===== config.mk =====
export PLATFORM = sky130hd
export DESIGN_NAME = mult_div_unit
export DESIGN_NICKNAME = d
export VERILOG_FILES = /design/src/rtl/mult_div_pkg.sv /design/src/rtl/mult_div_unit_div_core.sv /design/src/rtl/mult_div_unit.sv
export SDC_FILE = /design/constraint.sdc
export NUM_CORES = 1
export LEC_CHECK = 0
export ABC_AREA = 1
export BUFFER_PORTS_ARGS = -buffer_cell sky130_fd_sc_hd__buf_2
export CAP_MARGIN = 20
export CORE_ASPECT_RATIO = 1.2
export CORE_MARGIN = 1
export CORE_UTILIZATION = 45
export DETAILED_ROUTE_END_ITERATION = 8
export MAX_ROUTING_LAYER = met4
export SYNTH_ARGS = -nofsm -noshare
export SYNTH_HDL_FRONTEND = slang
export SYNTH_HIERARCHICAL = 1
export SYNTH_SLANG_ARGS = --single-unit

===== constraint.sdc =====
create_clock -name clk -period 4.76 [get_ports clk]
set_input_delay 0.238 -clock clk [delete_from_list [all_inputs] [get_ports clk]]
set_output_delay 0.238 -clock clk [all_outputs]
set_load 0.05 [all_outputs]

===== src/rtl/mult_div_pkg.sv =====
// Shared encodings for the HI/LO multiply/divide unit: op codes, FSM states
// and the divide-by-zero LO pattern.
package mult_div_pkg;

    localparam int MD_WIDTH = 32;

    localparam logic [1:0] OP_MULT  = 2'b00;
    localparam logic [1:0] OP_MULTU = 2'b01;
    localparam logic [1:0] OP_DIV   = 2'b10;
    localparam logic [1:0] OP_DIVU  = 2'b11;

    localparam logic [31:0] DIV0_LO = 32'hFFFFFFFF;

    typedef enum logic [2:0] {
        IDLE,
        MUL,
        DIV,
        FIX,
        DONE
    } md_state_e;

    function automatic logic op_is_signed(input logic [1:0] op);
        return ~op[0];
    endfunction

    function automatic logic op_is_div(input logic [1:0] op);
        return op[1];
    endfunction

endpackage


===== src/rtl/mult_div_unit_div_core.sv =====
// One step of an unsigned restoring divider: shifts the next dividend bit into
// the partial remainder and emits one quotient bit.
module div_core #(
    parameter int WIDTH = 32
) (
    input  logic             en_i,
    input  logic [WIDTH-1:0] rem_i,
    input  logic [WIDTH-1:0] quo_i,
    input  logic [WIDTH-1:0] dvs_i,
    output logic [WIDTH-1:0] rem_o,
    output logic [WIDTH-1:0] quo_o
);

    logic [WIDTH:0] part;
    logic [WIDTH:0] diff;

    always_comb begin
        part  = {rem_i, quo_i[WIDTH-1]};
        diff  = part - {1'b0, dvs_i};
        rem_o = rem_i;
        quo_o = quo_i;
        if (en_i) begin
            // A borrow out of the subtraction means the divisor did not fit.
            if (!diff[WIDTH]) begin
                rem_o = diff[WIDTH-1:0];
                quo_o = {quo_i[WIDTH-2:0], 1'b1};
            end else begin
                rem_o = part[WIDTH-1:0];
                quo_o = {quo_i[WIDTH-2:0], 1'b0};
            end
        end
    end

endmodule


===== src/rtl/mult_div_unit.sv =====
// Iterative HI/LO multiply/divide unit (MULT/MULTU/DIV/DIVU/MTHI/MTLO).
// Define MULT_DIV_FAST_MULT_EN for a single-cycle combinational multiply.
import mult_div_pkg::*;

module mult_div_unit #(
    parameter int WIDTH = MD_WIDTH,
    parameter int CNT_W = 6
) (
    input  logic             clk,
    input  logic             reset,
    input  logic             start,
    input  logic [1:0]       op,
    input  logic [WIDTH-1:0] input1,
    input  logic [WIDTH-1:0] input2,
    input  logic             mthi,
    input  logic             mtlo,
    output logic             busy,
    output logic             done,
    output logic             div_by_zero,
    output logic [WIDTH-1:0] hi,
    output logic [WIDTH-1:0] lo
);

    md_state_e        state_q;
    logic             busy_q;
    logic             done_q;
    logic             dbz_q;
    logic [WIDTH-1:0] hi_q;
    logic [WIDTH-1:0] lo_q;
    logic [CNT_W-1:0] cnt_q;
    logic             sign_q;
    logic             rsign_q;
    logic [WIDTH-1:0] rem_q;
    logic [WIDTH-1:0] quo_q;
    logic [WIDTH-1:0] dvs_q;
    logic [WIDTH-1:0] rem_d;
    logic [WIDTH-1:0] quo_d;

    logic             sgn_op;
    logic [WIDTH-1:0] mag1;
    logic [WIDTH-1:0] mag2;
    logic             last_step;

    assign sgn_op    = op_is_signed(op);
    assign mag1      = (sgn_op && input1[WIDTH-1]) ? -input1 : input1;
    assign mag2      = (sgn_op && input2[WIDTH-1]) ? -input2 : input2;
    assign last_step = (cnt_q == CNT_W'(WIDTH-1));

`ifdef MULT_DIV_FAST_MULT_EN
    logic [2*WIDTH-1:0] ext1;
    logic [2*WIDTH-1:0] ext2;
    logic [2*WIDTH-1:0] fast_prod;

    // Extending both operands to 2*WIDTH lets one truncated multiply serve
    // both signed and unsigned forms.
    assign ext1      = sgn_op ? {{WIDTH{input1[WIDTH-1]}}, input1} : {{WIDTH{1'b0}}, input1};
    assign ext2      = sgn_op ? {{WIDTH{input2[WIDTH-1]}}, input2} : {{WIDTH{1'b0}}, input2};
    assign fast_prod = ext1 * ext2;
`else
    logic               is_div_q;
    logic [2*WIDTH-1:0] acc_q;
    logic [2*WIDTH-1:0] acc_d;
    logic [WIDTH-1:0]   mcand_q;
    logic [WIDTH:0]     acc_sum;

    // Upper half accumulates the multiplicand; lower half holds the
    // multiplier and is consumed one bit per cycle as everything shifts right.
    assign acc_sum = {1'b0, acc_q[2*WIDTH-1:WIDTH]} + {1'b0, (acc_q[0] ? mcand_q : {WIDTH{1'b0}})};
    assign acc_d   = {acc_sum, acc_q[WIDTH-1:1]};
`endif

    div_core #(.WIDTH(WIDTH)) u_div_core (
        .en_i  (state_q == DIV),
        .rem_i (rem_q),
        .quo_i (quo_q),
        .dvs_i (dvs_q),
        .rem_o (rem_d),
        .quo_o (quo_d)
    );

    always_ff @(posedge clk) begin
        if (reset) begin
            state_q <= IDLE;
            busy_q  <= 1'b0;
            done_q  <= 1'b0;
            dbz_q   <= 1'b0;
            hi_q    <= '0;
            lo_q    <= '0;
            cnt_q   <= '0;
            sign_q  <= 1'b0;
            rsign_q <= 1'b0;
            rem_q   <= '0;
            quo_q   <= '0;
            dvs_q   <= '0;
`ifndef MULT_DIV_FAST_MULT_EN
            is_div_q <= 1'b0;
            acc_q    <= '0;
            mcand_q  <= '0;
`endif
        end else begin
            done_q <= 1'b0;
            case (state_q)
                // DONE already reports busy=0, so it accepts work like IDLE.
                IDLE, DONE: begin
                    state_q <= IDLE;
                    busy_q  <= 1'b0;
                    if (start) begin
                        dbz_q   <= 1'b0;
                        cnt_q   <= '0;
                        sign_q  <= sgn_op & (input1[WIDTH-1] ^ input2[WIDTH-1]);
                        rsign_q <= sgn_op & input1[WIDTH-1];
                        if (op_is_div(op)) begin
                            if (input2 == '0) begin
                                hi_q    <= input1;
                                lo_q    <= WIDTH'(DIV0_LO);
                                dbz_q   <= 1'b1;
                                done_q  <= 1'b1;
                                state_q <= DONE;
                            end else begin
                                rem_q   <= '0;
                                quo_q   <= mag1;
                                dvs_q   <= mag2;
                                busy_q  <= 1'b1;
                                state_q <= DIV;
`ifndef MULT_DIV_FAST_MULT_EN
                                is_div_q <= 1'b1;
`endif
                            end
                        end else begin
`ifdef MULT_DIV_FAST_MULT_EN
                            {hi_q, lo_q} <= fast_prod;
                            done_q       <= 1'b1;
                            state_q      <= DONE;
`else
                            acc_q    <= {{WIDTH{1'b0}}, mag2};
                            mcand_q  <= mag1;
                            is_div_q <= 1'b0;
                            busy_q   <= 1'b1;
                            state_q  <= MUL;
`endif
                        end
                    end else begin
                        if (mthi) hi_q <= input1;
                        if (mtlo) lo_q <= input1;
                    end
                end
`ifndef MULT_DIV_FAST_MULT_EN
                MUL: begin
                    acc_q <= acc_d;
                    cnt_q <= cnt_q + 1'b1;
                    if (last_step) begin
                        cnt_q   <= '0;
                        state_q <= FIX;
                    end
                end
`endif
                DIV: begin
                    rem_q <= rem_d;
                    quo_q <= quo_d;
                    cnt_q <= cnt_q + 1'b1;
                    if (last_step) begin
                        cnt_q   <= '0;
                        state_q <= FIX;
                    end
                end
                FIX: begin
`ifdef MULT_DIV_FAST_MULT_EN
                    lo_q <= sign_q  ? -quo_q : quo_q;
                    hi_q <= rsign_q ? -rem_q : rem_q;
`else
                    if (is_div_q) begin
                        lo_q <= sign_q  ? -quo_q : quo_q;
                        hi_q <= rsign_q ? -rem_q : rem_q;
                    end else begin
                        {hi_q, lo_q} <= sign_q ? -acc_q : acc_q;
                    end
`endif
                    busy_q  <= 1'b0;
                    done_q  <= 1'b1;
                    state_q <= DONE;
                end
                default: begin
                    busy_q  <= 1'b0;
                    state_q <= IDLE;
                end
            endcase
        end
    end

    assign busy        = busy_q;
    assign done        = done_q;
    assign div_by_zero = dbz_q;
    assign hi          = hi_q;
    assign lo          = lo_q;

endmodule


# == After elaboration in Yosys (flattened, before gate mapping) ==
# Index checks and enable logic that the tools add are counted.
# word_totals
regBits,271
mem_count,0
ram_bits,0
mem_bits_ro,0
latchBits,0
out_inout_bits,67
input_bits,71
word_cells,112
# op_classes
addsub,8
n_mul,0
n_lt_le_gt_ge,0
n_eq_ne,15
shift,0
bitwise,6
reduce_logical,19
div,0
muxes,49
# op_table
op,n
$mux W32,22
$pmux W32 S2,4
$mux W64,3
$neg A32 Y32,4
$pmux W64 S2,1
$neg A64 Y64,1
$add A32 B32 Y33,1
$sub A33 B32 Y33,1
$logic_not A32 Y1,1
$reduce_and A4 Y1,4
$mux W3,4
$mux W6,2
$ne A3 B3 Y1 const B,4
$pmux W6 S2,1
$ne A2 B2 Y1 const B,5
$mux W1,9
$pmux W3 S3,1
$reduce_and A3 Y1,3
$reduce_bool A2 Y1,4
$add A6 B1 Y6 const B,1
$eq A3 B2 Y1 const B,2
$eq A6 B5 Y1 const B,1
$pmux W1 S2,2
$reduce_and A2 Y1,2
9 further kinds,14

# == Depth between registers and ports, before layout ==
# Gate-level depths: netlist of the first run.
# logic_depth
depth_word,7
depth_mapped,21
ltp_nobuf,20

# == Modules after synthesis ==
# Netlist of the first run, hierarchy kept.
# modules_own_cells
mod,n_inst,cells_per_inst,seq_area_each_um2,area_per_inst_um2
mult_div_unit,1,3448,5425.2,19875.3
div_core,1,876,0.0,4022.6

# == Least setup slack after synthesis of the first run ==
# OpenSTA, ideal clock, no wires.
# synth_timing
path_type,register -> register
start,register acc_q[0]
end,register acc_q[49]
required_time_ns,4.628
t_arrival_ns,2.301
path_stages_with_launch,18
setup_time_ns,0.132
path_buffers,2
path_slack_ns,2.327
synth_period_minus_slack_ns,2.433
path_cell_list,dfxtp_1 > buf_2 > clkbuf_1 > nand2_1 > inv_1 > ha_1 > inv_1 > fa_1 > o21ai_0 > nand2_1 > nand2_1 > nand2_1 > nand2_1 > nand3_1 > nand2_1 > nand2_1 > nand3_1 > a21oi_1
# synth_via
elab_chain_len,3
# synth_lines
item,line_no,source
start: declaration,mult_div_unit.sv:61,logic [2*WIDTH-1:0] acc_q;
start signal: assignment,mult_div_unit.sv:135,"acc_q <= {{WIDTH{1'b0}}, mag2};"
$mux W32,mult_div_unit.sv:68,"assign acc_sum = {1'b0, acc_q[2*WIDTH-1:WIDTH]} + {1'b0, (acc_q[0] ? mcand_q : {WIDTH{1'b0}})};"
$add A32 B32 Y33,mult_div_unit.sv:68,
$pmux W64 S2,mult_div_unit.sv:102,case (state_q)
# Every way passes these cells.
# A chain may end at the register's enable or synchronous reset.

# == Worst setup path in the final report of the first run ==
# layout_timing
start,register quo_q[31]
end,register quo_q[0]
# layout_via
elab_chain_len,3
# layout_lines
item,line_no,source
start: declaration,mult_div_unit.sv:34,logic [WIDTH-1:0] quo_q;
start signal: assignment,mult_div_unit.sv:121,quo_q <= mag1;
start signal: assignment,mult_div_unit.sv:159,quo_q <= quo_d;
$sub A33 B32 Y33,mult_div_unit_div_core.sv:19,"diff = part - {1'b0, dvs_i};"
$mux W1,mult_div_unit_div_core.sv:24,if (!diff[WIDTH]) begin
via quo_d[0],mult_div_unit.sv:37,logic [WIDTH-1:0] quo_d;
$pmux W32 S2,mult_div_unit.sv:102,
# The timed path passes the listed nets, and every way through them passes these cells.

==> flow_summary.toml, run 1 <==
[synthesis]
yosysTopAreaCellShare_pct = 22.7
synth_fp_nets = 4467
synth_top_cells_by_count = "1440 x nand2_1, 551 x inv_1, 509 x nor2_1, 409 x nand3_1, 312 x a21oi_1"
synthArstFlopShare_pct = 0
syn_avg_cell_area_um2 = 5.53
syn_inst = 4324
synthTopCellsByArea = "dfxtp_1 23%, nand2_1 23%, inv_1 8.7%"
synth-edff-count = 0
ys_warn_count = 6
synth_seq_area_share_pct = 22.7
post-synth-top-count-cell = "nand2_1"
synth_seq_cells = 271
synth.largest_area_cell = "dfxtp_1"
syn_area_um2 = 23900
synth_ff_type = "dfxtp_1"
ys_types = 56

[power_and_ir_drop]
switching_share_pct = 55.2
internal-power_mw = 6.53
ir_drop_mv = 0.585
p_sw_mw = 8.06
pwr-share-seq_pct = 23.8
power_frac_comb_pct = 58.3
leakage_nw = 13.5
clock_power_share_pct = 17.8
p_per_area_nw_per_um2 = 560

[sta]
holdWs_ns = 0.0481
fin_crit_sh_pct = 69.3
post-route-min-period_ns = 3.30
final_hold_viol_count = 0
slew_headroom_pct = 34.4
rsz0062_at_grt = "false"
finalClockSkew_ns = 0.0254
slew_viol_final = 0
tightest_slew_ns = 0.984
finalSetupTns_ns = 0
max_freq_ghz = 0.303
setup_slack_ns = 1.46
setup_violations = 0

[finish]
antenna_cells = 0
layout-drive-gt1-share_pct = 7.12
syn_to_final_growth_pct = 8.96
fillers = 5991
post-route-util_pct = 49.6
fin_nets = 4503

[global_routing]
antenna_found_initial = 1
grt_usage_pct = 37.0
grt_max_degree = 97
grt_pass1_vias = 24503
grt_first_pass_wirelength_um = 147000
grt-ovfl-total = 0

[cts]
htreeDepth = 1
postCtsSetupBuffers = 0
cts_buffers = 31
cts_hold_buffers = 5
clockRootBuffer = "clkbuf_16"
clock_path_buffers = 3
clock-sinks = 271
clkLatencyLatePin_ns = 0.60
clk_pin_slew_ns = 0.07
cts_tree = "yes"
cts_resized = 0

[die]
die_height_um = 254
rows = 92
die-area_um2 = 54000
io_pins = 138
core_um2 = 52500
die_w_um = 212
start_util_pct = 45.5

[placement]
dpl.hpwl_um = 77800
place_congestion = 1.03
dp_slack_ns = 1.54
port_buffers = 137

[drt]
drc = 0
drt-pass1-iter-count = 6
ant_nets = 0
vias_per_cell = 5.35
drt_iter0_drc = 2238
via_count = 27237
routedWlPerCell_um = 19.4
wirelength_um = 98800

[worst_setup_path]
crit_arrival_ns = 3.80
crit_top_cell = "nand2_1"
slowest_stage = "fa_1"
worst-path-buf-inv = 2
crit_required_ns = 5.26
cpLargestDelayFamily = "simple AND/OR/NAND/NOR gates"
worstPathMaxFanout = 33
max_stage_delay_ns = 0.42
path_cells = "inv_1 > ha_1 > fa_1 > inv_1 > nand2_1 > nand2_1 > nand3_1 > nand2_1 > nand2_1 > nand2_2 > nand2_2 > nand2_2 > nand2_4 > nand2_4 > nand2_1 > o21ai_0 > nand2_1 > o21ai_0 > nor2_1 > a211oi_1"
critPathKind = "flip-flop to flip-flop"
cp-start-kind = "flip-flop"
critPathCaptureType = "flip-flop"

[run]
drv_cap = 0

[status]
status = "finished, final reports clean"

[hold_path]
min_path_type = "input port to flip-flop"
-- through the flow --
| step | power (mW) | std cells | area, um2 |
|---|---|---|---|
| floorplan | 9.38 | 4324 | 23900 |
| finish | 14.6 | 5089 | 26000 |
| detailed placement | 11.8 | 5026 | 24900 |
| global placement | 11.8 | 5026 | 24900 |
| CTS | 14.5 | 5088 | 26000 |
| global route | 15.6 | 5089 | 26000 |
-- placed cells by master, fill, tap and decap left out, types with 13 or more instances in the layout --
cell and count:
or2_2 21, inv_2 15, nor2_2 19, nor2_1 509
o21ai_0 242, a31oi_1 18, buf_2 136, xnor2_1 16
inv_1 550, nand3b_1 43, buf_4 29, clkbuf_16 31
nand2_1 1440, nor3_1 26, xor2_1 43, nand4_1 31
ha_1 70, nand3_1 409, a21oi_1 312, o211ai_1 13
dfxtp_1 269
-- tightest hold or removal path, delay by kind of cell --
family | cells | cell delay, ns
buffers and inverters | 1 | 0.11
and+or+nand+nor | 4 | 0.26
-- final cells by class --
class                           instances  area (um2)  share of cell area [%]
Clock inverter                         20         249                   0.956
Tap cell                              705         882                    3.39
Sequential cell                       271        5430                    20.9
Multi-Input combinational cell       3317       15500                    59.7
Clock buffer                           37         828                    3.18
Timing Repair Buffer                  171         963                    3.70
Inverter                              568        2140                    8.20
-- flip-flops by register name (all words and copies together), names as in the netlist --
name,count
rem_q,32
rsign_q,1
state_q,3
sign_q,1
done,1
div_by_zero,1
busy,1
hi,32
acc_q,64
is_div_q,1
lo,32
cnt_q,6
dvs_q,32
quo_q,32
mcand_q,32
-- power groups by stage --
| stage | clock network [mW] | logic, mW | registers [mW] |
|---|---|---|---|
| after floorplan | 0 | 5.41 | 3.97 |
| after global placement | 0 | 8.32 | 3.50 |
| after detailed placement | 0 | 8.31 | 3.50 |
| after CTS | 2.65 | 8.36 | 3.45 |
| after global routing | 2.74 | 9.33 | 3.54 |
| final | 2.60 | 8.51 | 3.48 |
-- path summary, 6_finish.rpt --
check	startpoint	end	slack, ns	cells past startpoint
max	quo_q[31]	quo_q[0]	1.46	20
min	input1[0]	hi[0]	0.05	5
min reg2reg	mcand_q[28]	mcand_q[28]	0.46	2
max reg2reg	quo_q[31]	quo_q[0]	1.46	20
-- cell families (layout without fill, tap and decap cells) --
logic type | count (synthesis) | in the layout | share of synthesized area, %
AOI/OAI and AO/OA | 643 | 643 | 14.5
xor gates and xnor gates | 59 | 59 | 2.16
adders and majority gates | 72 | 72 | 3.83
buffers and inverters | 736 | 796 | 12.3
DFF | 271 | 271 | 22.7
muxes | 5 | 5 | 0.209
and+or+nand+nor | 2538 | 2538 | 44.4
-- per-layer routing --
layer	vias up	GRT usage (%)	wire [um]
li1	13804	-	-
met1	12296	41.2	38500
met2	842	59.7	45500
met3	295	4.22	5360
met4	0	30.1	9430
met5	-	-	0
(Power assumes the default switching activity.)
==> run 2, diff against run 1 <==
- clock period: 4.76 -> 2.8 ns (I/O delays scaled with it)
==> flow_summary.toml, run 2 (same netlist as run 1, synthesis figures left out) <==
[sta]
setup_violations = 0
setup_slack_ns = 0.197
final_hold_viol_count = 0
max_freq_ghz = 0.384
slew_headroom_pct = 46.2
post-route-min-period_ns = 2.60
fin_crit_sh_pct = 93.0
slew_viol_final = 0
finalSetupTns_ns = 0
tightest_slew_ns = 0.799
finalClockSkew_ns = 0.0214
rsz0062_at_grt = "false"

[die]
rows = 92
die_w_um = 212
start_util_pct = 45.5
core_um2 = 52500
die-area_um2 = 54000
die_height_um = 254
io_pins = 138

[drt]
wirelength_um = 101000
drt_iter0_drc = 2493
drc = 0
ant_nets = 0
drt-pass1-iter-count = 8
routedWlPerCell_um = 19.6
via_count = 27615
vias_per_cell = 5.35

[cts]
clockRootBuffer = "clkbuf_16"
cts_buffers = 34
clock-sinks = 271
clkLatencyLatePin_ns = 0.56
clk_pin_slew_ns = 0.06
clock_path_buffers = 3
htreeDepth = 2
cts_tree = "yes"
postCtsSetupBuffers = 0

[finish]
largest-register = "acc_q"
layout-drive-gt1-share_pct = 8.48
post-route-util_pct = 51.0
multi_input_area_um2 = 15600
most-common-layout-cells = "1438 x nand2_1, 550 x inv_1, 509 x nor2_1"
antenna_cells = 0
regArea_um2 = 5430
syn_to_final_growth_pct = 12.1
fillers = 5868
largest_reg_flops = 64
fin_nets = 4574
layout_commonest_cell = "nand2_1"

[hold_path]
min_path_type = "input port to flip-flop"

[worst_setup_path]
crit_end = "rem_q[29]"
r2r_slack_ns = 0.20
reg2reg_to = "rem_q[29]"
cp-start-kind = "flip-flop"
reg2reg_depth = 18
crit_required_ns = 3.28
r2r_start = "dvs_q[4]"
crit_arrival_ns = 3.08
worstPathMaxFanout = 4
critPathKind = "flip-flop to flip-flop"
critPathCaptureType = "flip-flop"
worstSetupStartpoint = "dvs_q[4]"

[run]
drv_cap = 0

[power_and_ir_drop]
p_per_area_nw_per_um2 = 954
leakage_nw = 13.9
ir_drop_mv = 0.680

[global_routing]
grt_pass1_vias = 25411
grt_first_pass_wirelength_um = 151000
antenna_found_initial = 0
grt-ovfl-total = 0
grt_max_degree = 129
grt_usage_pct = 38.2

[placement]
port_buffers = 137
place_congestion = 1.04
dp_slack_ns = 0.182
dpl.hpwl_um = 80300

[status]
status = "finished, final reports clean"
==> run 2: cell count changes in the layout (fill, tap and decap cells not counted), sizes merged <==
cell / change
inv: +1
clkinvlp: -4
buf: +56
bufinv: -2
clkbuf: +9
dlygate4sd3: +12
==> run 2: how the worst min path moves through the flow <==
stage,from,endpoint,slack (ns),cells past startpoint
finish,input2[12],acc_q[12],0.01,4
global route,input2[27],dvs_q[27],0.02,3
CTS,input1[24],lo[24],0.004,5
detailed placement,mcand_q[21],mcand_q[21],0.44,2
global placement,mcand_q[19],mcand_q[19],0.44,2
floorplan,input2[0],acc_q[0],0.30,2
==> run 2: timing repair <==
| action | CTS | global route |
|---|---|---|
| hold buffers | 17 | 0 |
| endpoints found under the hold margin | 17 | 0 |
| endpoints found under the setup margin | 0 | 40 |
| gates resized for setup | 0 | 14 |
==> run 2: critical path, cell delays in order, from the launching register on <==
cell and delay (ns):
dfxtp_1 0.55, inv_1 0.08, ha_1 0.35, nand2_1 0.14
nor2_1 0.17, nand2_1 0.06, nand3_1 0.16, nand2_1 0.07
nand2_1 0.19, nand2_1 0.10, nand2_1 0.07, nand2_1 0.05
nand2_1 0.10, nand2_1 0.07, nand2_1 0.05, nand2_1 0.04
nand2_1 0.08, nand2_1 0.05, a21oi_1 0.15
==> run 2: area by class of cell <==
cell class / instances / area share (%)
clock inverter: 15 / 0.612
clock buffer: 46 / 3.61
multi-input combinational: 3317 / 58.2
sequential: 271 / 20.3
timing repair buffer: 239 / 6.02
inverter: 568 / 7.98
tap: 705 / 3.29
==> run 2: report_power, final <==
part / switching, mW / internal [mW] / total, mW
Combinational: 11.0 / 4.04 / 15.0
Clock: 1.91 / 2.71 / 4.63
Sequential: 1.09 / 4.83 / 5.92
==> run 2: layer usage <==
layer / GRT usage [%] / wire, um / up-vias
li1: - / - / 13959
met1: 42.1 / 39700 / 12503
met2: 61.8 / 47000 / 835
met3: 4.83 / 4830 / 318
met4: 31.5 / 9670 / 0
met5: - / 0 / -
==> run 2: metrics by stage <==
stage          instance area [um2]  power (mW)  std cells  hold slack [ns]
2_1_floorplan                23900        15.9       4324            0.301
3_3_place_gp                 25400        20.6       5083            0.443
3_5_place_dp                 25400        20.6       5083            0.439
4_1_cts                      26700        25.3       5161          0.00401
5_1_grt                      26800        27.2       5161           0.0206
6_report                     26800        25.5       5161           0.0112
